`src/rtl/pool_bin_pkg.sv`:
```
// Shared widths, layer encodings and the signed max helper for the pool/binarise stage.
package pool_bin_pkg;

  localparam int unsigned DW       = 5;
  localparam int unsigned W0       = 26;
  localparam int unsigned W1       = 8;
  localparam int unsigned CW       = $clog2(W0);
  localparam int unsigned LB_DEPTH = (W0 + 1) / 2;
  localparam int unsigned AW       = $clog2(LB_DEPTH);

  localparam logic CONV_L1 = 1'b0;
  localparam logic CONV_L2 = 1'b1;

  localparam logic signed [DW-1:0] THRESH = '0;

  typedef enum logic {
    ST_IDLE = 1'b0,
    ST_RUN  = 1'b1
  } state_e;

  function automatic logic signed [DW-1:0] smax(input logic signed [DW-1:0] a,
                                                input logic signed [DW-1:0] b);
    return (a > b) ? a : b;
  endfunction

endpackage

```
`src/rtl/pool_bin_if.sv`:
```
// Conv result stream in, pooled/binarised stream out.
interface pool_bin_if;
  import pool_bin_pkg::*;

  logic                 start;
  logic                 state;
  logic signed [DW-1:0] din;
  logic                 ivalid;
  logic                 idone;
  logic signed [DW-1:0] dout_max;
  logic                 dout_bin;
  logic                 ovalid;
  logic                 done;
  logic                 err;

  modport master (
    output start, state, din, ivalid, idone,
    input  dout_max, dout_bin, ovalid, done, err
  );

  modport slave (
    input  start, state, din, ivalid, idone,
    output dout_max, dout_bin, ovalid, done, err
  );

endinterface

```
`src/rtl/pool_bin_lbuf.sv`:
```
// Half-row line buffer: even rows deposit pair maxima, odd rows read them back.
module pool_lbuf
  import pool_bin_pkg::*;
(
  input  logic                 clk,
  input  logic                 i_we,
  input  logic [AW-1:0]        i_waddr,
  input  logic signed [DW-1:0] i_wdata,
  input  logic [AW-1:0]        i_raddr,
  output logic signed [DW-1:0] o_rdata_c
);

  logic signed [DW-1:0] r_mem [LB_DEPTH];

  // Contents are always written on an even row before the odd row reads them.
  always_ff @(posedge clk) begin
    if (i_we) r_mem[i_waddr] <= i_wdata;
  end

  assign o_rdata_c = r_mem[i_raddr];

endmodule

```
`src/rtl/pool_bin.sv`:
```
// 2x2 stride-2 max-pool with sign binarisation over conv's row-major result stream.
module pool_bin
  import pool_bin_pkg::*;
(
  input  logic       clk,
  input  logic       rstn,
  pool_bin_if.slave  bus
);

  state_e               r_state, w_state_n;
  logic                 r_start_q;
  logic [CW-1:0]        r_wm1, w_wm1_n;
  logic [CW-1:0]        r_col, w_col_n;
  logic [CW-1:0]        r_row, w_row_n;
  logic signed [DW-1:0] r_pair, w_pair_n;
  logic signed [DW-1:0] r_dout_max, w_dout_max_n;
  logic                 r_dout_bin, w_dout_bin_n;
  logic                 r_ovalid, w_ovalid_n;
  logic                 r_done, w_done_n;
  logic                 r_err, w_err_n;

  logic                 w_start_edge;
  logic                 w_last;
  logic                 w_lb_we;
  logic [AW-1:0]        w_lb_idx;
  logic signed [DW-1:0] w_lb_rdata;
  logic signed [DW-1:0] w_pmax;
  logic signed [DW-1:0] w_wmax;

  assign w_start_edge = bus.start & ~r_start_q;
  assign w_last       = (r_row == r_wm1) && (r_col == r_wm1);
  assign w_lb_idx     = r_col[CW-1:1];
  assign w_pmax       = smax(r_pair, bus.din);
  assign w_wmax       = smax(w_lb_rdata, w_pmax);

  pool_lbuf u_lbuf (
    .clk       (clk),
    .i_we      (w_lb_we),
    .i_waddr   (w_lb_idx),
    .i_wdata   (w_pmax),
    .i_raddr   (w_lb_idx),
    .o_rdata_c (w_lb_rdata)
  );

  always_ff @(posedge clk or negedge rstn) begin
    if (!rstn) begin
      r_state    <= ST_IDLE;
      r_start_q  <= 1'b0;
      r_wm1      <= CW'(W0 - 1);
      r_col      <= '0;
      r_row      <= '0;
      r_pair     <= '0;
      r_dout_max <= '0;
      r_dout_bin <= 1'b0;
      r_ovalid   <= 1'b0;
      r_done     <= 1'b0;
      r_err      <= 1'b0;
    end else begin
      r_state    <= w_state_n;
      r_start_q  <= bus.start;
      r_wm1      <= w_wm1_n;
      r_col      <= w_col_n;
      r_row      <= w_row_n;
      r_pair     <= w_pair_n;
      r_dout_max <= w_dout_max_n;
      r_dout_bin <= w_dout_bin_n;
      r_ovalid   <= w_ovalid_n;
      r_done     <= w_done_n;
      r_err      <= w_err_n;
    end
  end

  always_comb begin
    w_state_n    = r_state;
    w_wm1_n      = r_wm1;
    w_col_n      = r_col;
    w_row_n      = r_row;
    w_pair_n     = r_pair;
    w_dout_max_n = r_dout_max;
    w_dout_bin_n = r_dout_bin;
    w_ovalid_n   = 1'b0;
    w_done_n     = 1'b0;
    w_err_n      = r_err;
    w_lb_we      = 1'b0;

    case (r_state)
      ST_IDLE: begin
        if (bus.ivalid) w_err_n = 1'b1;
        if (w_start_edge) begin
          w_state_n = ST_RUN;
          w_wm1_n   = (bus.state == CONV_L1) ? CW'(W0 - 1) : CW'(W1 - 1);
          w_col_n   = '0;
          w_row_n   = '0;
        end
      end

      ST_RUN: begin
        if (bus.ivalid) begin
          if (bus.idone != w_last) w_err_n = 1'b1;

          // Even col parks the pixel; odd col folds it into the row pair or the window.
          if (!r_col[0]) begin
            w_pair_n = bus.din;
          end else if (!r_row[0]) begin
            w_lb_we = 1'b1;
          end else begin
            w_dout_max_n = w_wmax;
            w_dout_bin_n = (w_wmax >= THRESH);
            w_ovalid_n   = 1'b1;
          end

          if (w_last) begin
            w_col_n   = '0;
            w_row_n   = '0;
            w_done_n  = 1'b1;
            w_state_n = ST_IDLE;
          end else if (r_col == r_wm1) begin
            w_col_n = '0;
            w_row_n = r_row + CW'(1);
          end else begin
            w_col_n = r_col + CW'(1);
          end
        end
      end

      default: w_state_n = ST_IDLE;
    endcase
  end

  assign bus.dout_max = r_dout_max;
  assign bus.dout_bin = r_dout_bin;
  assign bus.ovalid   = r_ovalid;
  assign bus.done     = r_done;
  assign bus.err      = r_err;

endmodule

```
`src/flat_wrapper.sv`:
```
// flat-port wrapper written by rule: the top's interface ports become plain ports
module pool_bin_flat import pool_bin_pkg::*;
  (clk, rstn, bus_start, bus_state, bus_din, bus_ivalid, bus_idone, bus_dout_max, bus_dout_bin, bus_ovalid, bus_done, bus_err);
  pool_bin_if bus_i ();
  input  logic clk;
  input  logic rstn;
  input wire logic [$bits(bus_i.start)-1:0] bus_start;
  input wire logic [$bits(bus_i.state)-1:0] bus_state;
  input wire logic [$bits(bus_i.din)-1:0] bus_din;
  input wire logic [$bits(bus_i.ivalid)-1:0] bus_ivalid;
  input wire logic [$bits(bus_i.idone)-1:0] bus_idone;
  output wire logic [$bits(bus_i.dout_max)-1:0] bus_dout_max;
  output wire logic [$bits(bus_i.dout_bin)-1:0] bus_dout_bin;
  output wire logic [$bits(bus_i.ovalid)-1:0] bus_ovalid;
  output wire logic [$bits(bus_i.done)-1:0] bus_done;
  output wire logic [$bits(bus_i.err)-1:0] bus_err;
  assign bus_i.start = bus_start;
  assign bus_i.state = bus_state;
  assign bus_i.din = bus_din;
  assign bus_i.ivalid = bus_ivalid;
  assign bus_i.idone = bus_idone;
  assign bus_dout_max = bus_i.dout_max;
  assign bus_dout_bin = bus_i.dout_bin;
  assign bus_ovalid = bus_i.ovalid;
  assign bus_done = bus_i.done;
  assign bus_err = bus_i.err;
  pool_bin u_core (.clk(clk), .rstn(rstn), .bus(bus_i));
endmodule
```
`config.mk`:
```
export PLATFORM = sky130hd
export DESIGN_NAME = pool_bin_flat
export DESIGN_NICKNAME = d
export VERILOG_FILES = /design/src/rtl/pool_bin_pkg.sv /design/src/rtl/pool_bin_if.sv /design/src/rtl/pool_bin_lbuf.sv /design/src/rtl/pool_bin.sv /design/src/flat_wrapper.sv
export SDC_FILE = /design/constraint.sdc
export NUM_CORES = 1
export LEC_CHECK = 0
export ABC_AREA = 1
export CAP_MARGIN = 20
export CORE_UTILIZATION = 35
export DETAILED_ROUTE_END_ITERATION = 7
export DONT_BUFFER_PORTS = 1
export SLEW_MARGIN = 5
export SYNTH_ARGS = -nofsm -noshare
export SYNTH_HDL_FRONTEND = slang
export SYNTH_SLANG_ARGS = --single-unit
export TNS_END_PERCENT = 10
```
`constraint.sdc`:
```
create_clock -name clk -period 5.6 [get_ports clk]
set_clock_uncertainty 0.2 [all_clocks]
set_input_delay 1.4 -clock clk [delete_from_list [all_inputs] [get_ports clk]]
set_output_delay 1.4 -clock clk [all_outputs]
set_load 0.01 [all_outputs]
```
==> impl_metrics.csv <==
group,metric,value,unit
outcome,outcome,"complete, no violations",
die,initial_core_util,0.366,
worst_setup_path,end_kind,"register",
logic_synthesis,muxShareOfSynthArea,0,
clock_tree,cts_setup_buffers,0,
logic_synthesis,synth.top_cell.area_share,0.436,
hold_path,hold_path_depth,2,
detailed_routing,drc_errors,0,
clock_tree,clk_path_buf_depth,2,
placed_design,place_hpwl,6610,um
sta,layout_worst_path_cycle_share,0.775,
sta,hold_viol_final,0,
worst_setup_path,r2r_setup_slack,1.91,ns
sta,clock.fmax,230,MHz
logic_synthesis,ys_seq_area_frac,0.592,
die,row_count,40,
logic_synthesis,synth.ff_latch_count,93,
sta,final.setup.tns,0,ns
worst_setup_path,cpMaxStageDelayCell,"sky130_fd_sc_hd__nand2_1",
detailed_routing,antenna_violating_nets_post_route,0,
worst_setup_path,setup.worst_path.class,"in -> reg",
sta,time_the_worst_path_needs_with_i_o_delays_and_setup,4.34,ns
sta,report.final.slew_viol_count,0,
layout,most_frequent_standard_cell_in_the_layout_excluding_fill_and_tap_cells,"sky130_fd_sc_hd__nand2_1",
worst_setup_path,worst_path_most_repeated_cell,"sky130_fd_sc_hd__nand2_1",
sta,worstMarginPinSlew,0.775,ns
layout,drive_gt1_frac,0.0592,
sta,fin_worst_hold_slack,0.337,ns
worst_setup_path,crit_chain,"inv_1, ha_1, nand2_1, nor2_1, nand2_1, nand3_1, nand2_1, nand2_1, nand3_1, nand2_1, inv_1, ha_1, nand3_1, inv_1, nand2_1, nand3_1, nand2_1, nor2_1, a21oi_1, nand2_1, nand2_1",
layout,antenna_cells_inserted,0,
die,floorplan_core_area,12300,sq um
logic_synthesis,ys.warnings.count,0,
placed_design,place.gp.congestion,0.852,
sta,setup-violations-final,0,
logic_synthesis,netlist_area,4480,sq um
worst_setup_path,worst_path_dominant_cell_family,"simple AND/OR/NAND/NOR gates",
die,horizontal_extent_of_the_die,115,um
detailed_routing,average_wire_per_standard_cell,14.4,um
placed_design,placed_cells_incl_taps,659,
worst_setup_path,regToRegEndpoint,"u_core.bus.dout_max[3]",
placed_design,port_buffers,0,
detailed_routing,detail_route.vias_per_cell,4.77,
worst_setup_path,crit_fanout,14,
logic_synthesis,synth_xor_xnor_area_share,0.0117,
global_route,number_of_antenna_violations_at_the_first_check_in_global_routing,0,
pwr,vdd_ir_drop_max,0.000317,V
pwr,power_density,544,nW/um^2
logic_synthesis,yosys_cell_types,31,
logic_synthesis,netlist.top_cell.by_area,"sky130_fd_sc_hd__edfxtp_1",
logic_synthesis,synth-compound-area-share,0.0360,
pwr,fin_total_pwr,2.69,mW
detailed_routing,detailedRoute.firstPassIterationCount,5,
sta,grt_setup_unrepaired,"no",
clock_tree,tritoncts_clock_tree,"done",
clock_tree,clkTransAtPathRegs,0.06,ns
clock_tree,post_cts_resize_count,0,
global_route,grt_usage,0.161,
worst_setup_path,critPathLaunch,"bus_din[4]",
detailed_routing,drt_wl_total,9710,um
worst_setup_path,data_required_time_at_the_worst_endpoint,5.64,ns
clock_tree,cts_max_level,3,
layout,design.final.nets,525,
detailed_routing,routed-via-count,3217,
hold_path,timing.hold.worst.start,"u_core.bus.err",
clock_tree,cts_buffers,9,
job,max_cap_viols,0,
worst_setup_path,critical_path.startpoint_type,"primary input",
logic_synthesis,yosys-top-cells-area,"sky130_fd_sc_hd__edfxtp_1 44%, sky130_fd_sc_hd__nand2_1 19%, sky130_fd_sc_hd__dfrtp_1 15%",
hold_path,timing.hold.worst.class,"reg -> reg",
worst_setup_path,reg2reg_from,"u_core.r_pair[4]",
hold_path,worst_hold_path.endpoint,"u_core.bus.err",
logic_synthesis,synth_simple_gate_area_frac,0.276,
global_route,grt_overflow_total,0,
logic_synthesis,syn_avg_cell_area,8.96,sq um
worst_setup_path,timing.critical_path.slowest_cell_delay,0.41,ns
pwr,static-leakage-power,2.23,nW
layout,final-instance-count-excl-fill,675,
clock_tree,cts.root.buffer_cell,"sky130_fd_sc_hd__clkbuf_16",
layout,area.growth.synth_to_final,10.4,%
worst_setup_path,rr_worst_depth,20,
layout,fillCellCount,1219,
clock_tree,clock_sinks,93,
logic_synthesis,synth_top_family_by_area,"simple AND/OR/NAND/NOR gates",
logic_synthesis,synthCells,500,
clock_tree,cts_hold_repair.buffers,0,
die,top_level_ports,20,
global_route,grt_first_pass_wirelength,16000,um
global_route,grt_max_degree,33,
layout,final_core_utilization,0.403,
logic_synthesis,postSynthNetCount,523,
global_route,grt_pass1_vias,3260,
layout,mostFrequentLayoutCells,"228 x sky130_fd_sc_hd__nand2_1, 65 x sky130_fd_sc_hd__edfxtp_1, 41 x sky130_fd_sc_hd__inv_1, 33 x sky130_fd_sc_hd__nand3_1, 32 x sky130_fd_sc_hd__nor2_1",
sta,maxSlewHeadroom,0.483,
clock_tree,clock_latency_on_the_worst_skew_pair,0.35,ns
worst_setup_path,worst-endpoint-arrival,4.38,ns
die,die_height,115,um
detailed_routing,dr.first_iter.drc_count,208,
worst_setup_path,path_buf_inv,3,
die,dieArea,13300,sq um
logic_synthesis,synth-adder-area-share,0.0335,
==> synthesized netlist by cell type (all sizes together) <==
library cell    n
inv            45
or2             1
o21a            1
nand3          33
xor2            5
o21ai          13
ha             12
a21boi          1
buf             9
nand4           3
nand2         230
a21oi           8
o22ai           3
nor3            2
o21bai          1
dfstp           1
xnor2           1
nand3b          2
dfrtp          27
clkinv          1
nor2           35
edfxtp         65
clkbuf          1
==> where the power goes <==
group / switching, mW / leakage, nW / internal (mW)
clock: 0.269 / 0.140 / 0.350
sequential: 0.0998 / 0.931 / 0.917
combinational: 0.737 / 1.16 / 0.318
==> area by class of cell <==
type / count / area, sq um / area share
repair buffers: 1 / 7.51 / 0.00152
inverters: 46 / 173 / 0.0349
flip-flops and latches: 93 / 2650 / 0.537
multi-input cells: 351 / 1600 / 0.324
well taps: 168 / 210 / 0.0425
clock inverters: 6 / 71.3 / 0.0144
clock buffers: 10 / 229 / 0.0463
==> metal layers <==
| layer | wire length (um) | track usage |
|---|---|---|
| met1 | 4310 | 0.203 |
| met5 | 0 | 0 |
| met3 | 602 | 0.0438 |
| met4 | 106 | 0.0554 |
| met2 | 4690 | 0.269 |
==> logic make-up after synthesis <==
family	count (synthesis)
simple gates	306
fa+ha+maj	12
compound gates	27
flops	93
buf+inv	56
xor+xnor	6
==> worst max-delay path by stage <==
stage,end,slack [ns],cells after the start
floorplan,u_core.bus.dout_max[0],1.53,21
global placement,u_core.bus.dout_max[0],1.14,21
detailed placement,u_core.bus.dout_max[0],0.92,21
CTS,u_core.bus.dout_max[0],1.27,21
global route,u_core.bus.dout_max[1],0.91,21
finish,u_core.bus.dout_max[3],1.26,21
==> through the flow <==
step                      setup WS, ns  area, sq um
after floorplan                   1.53         4480
after global placement            1.14         4650
after detailed placement         0.923         4650
after CTS                         1.27         4950
after global routing             0.908         4950
final                             1.26         4950
==> worst reg2reg max path: cells and delay by family (launching register included) <==
kind	cells	cell delay (ns)
AO/OA/AOI/OAI	1	0.12
buffers and inverters	2	0.15
AND/OR/NAND/NOR	15	1.97
flip-flops	1	0.43
adder cells (fa/ha/maj)	2	0.69
==> state kept, by name, indices dropped and copies added (netlist names) <==
register,flops
u_core.u_lbuf.r_mem,65
u_core.r_row,5
u_core.r_state,1
u_core.r_pair,5
u_core.bus.err,1
u_core.r_start_q,1
u_core.bus.done,1
u_core.bus.ovalid,1
u_core.r_col,5
u_core.bus.dout_max,5
u_core.bus.dout_bin,1
u_core.r_wm1,2
(Power assumes the default switching activity.)
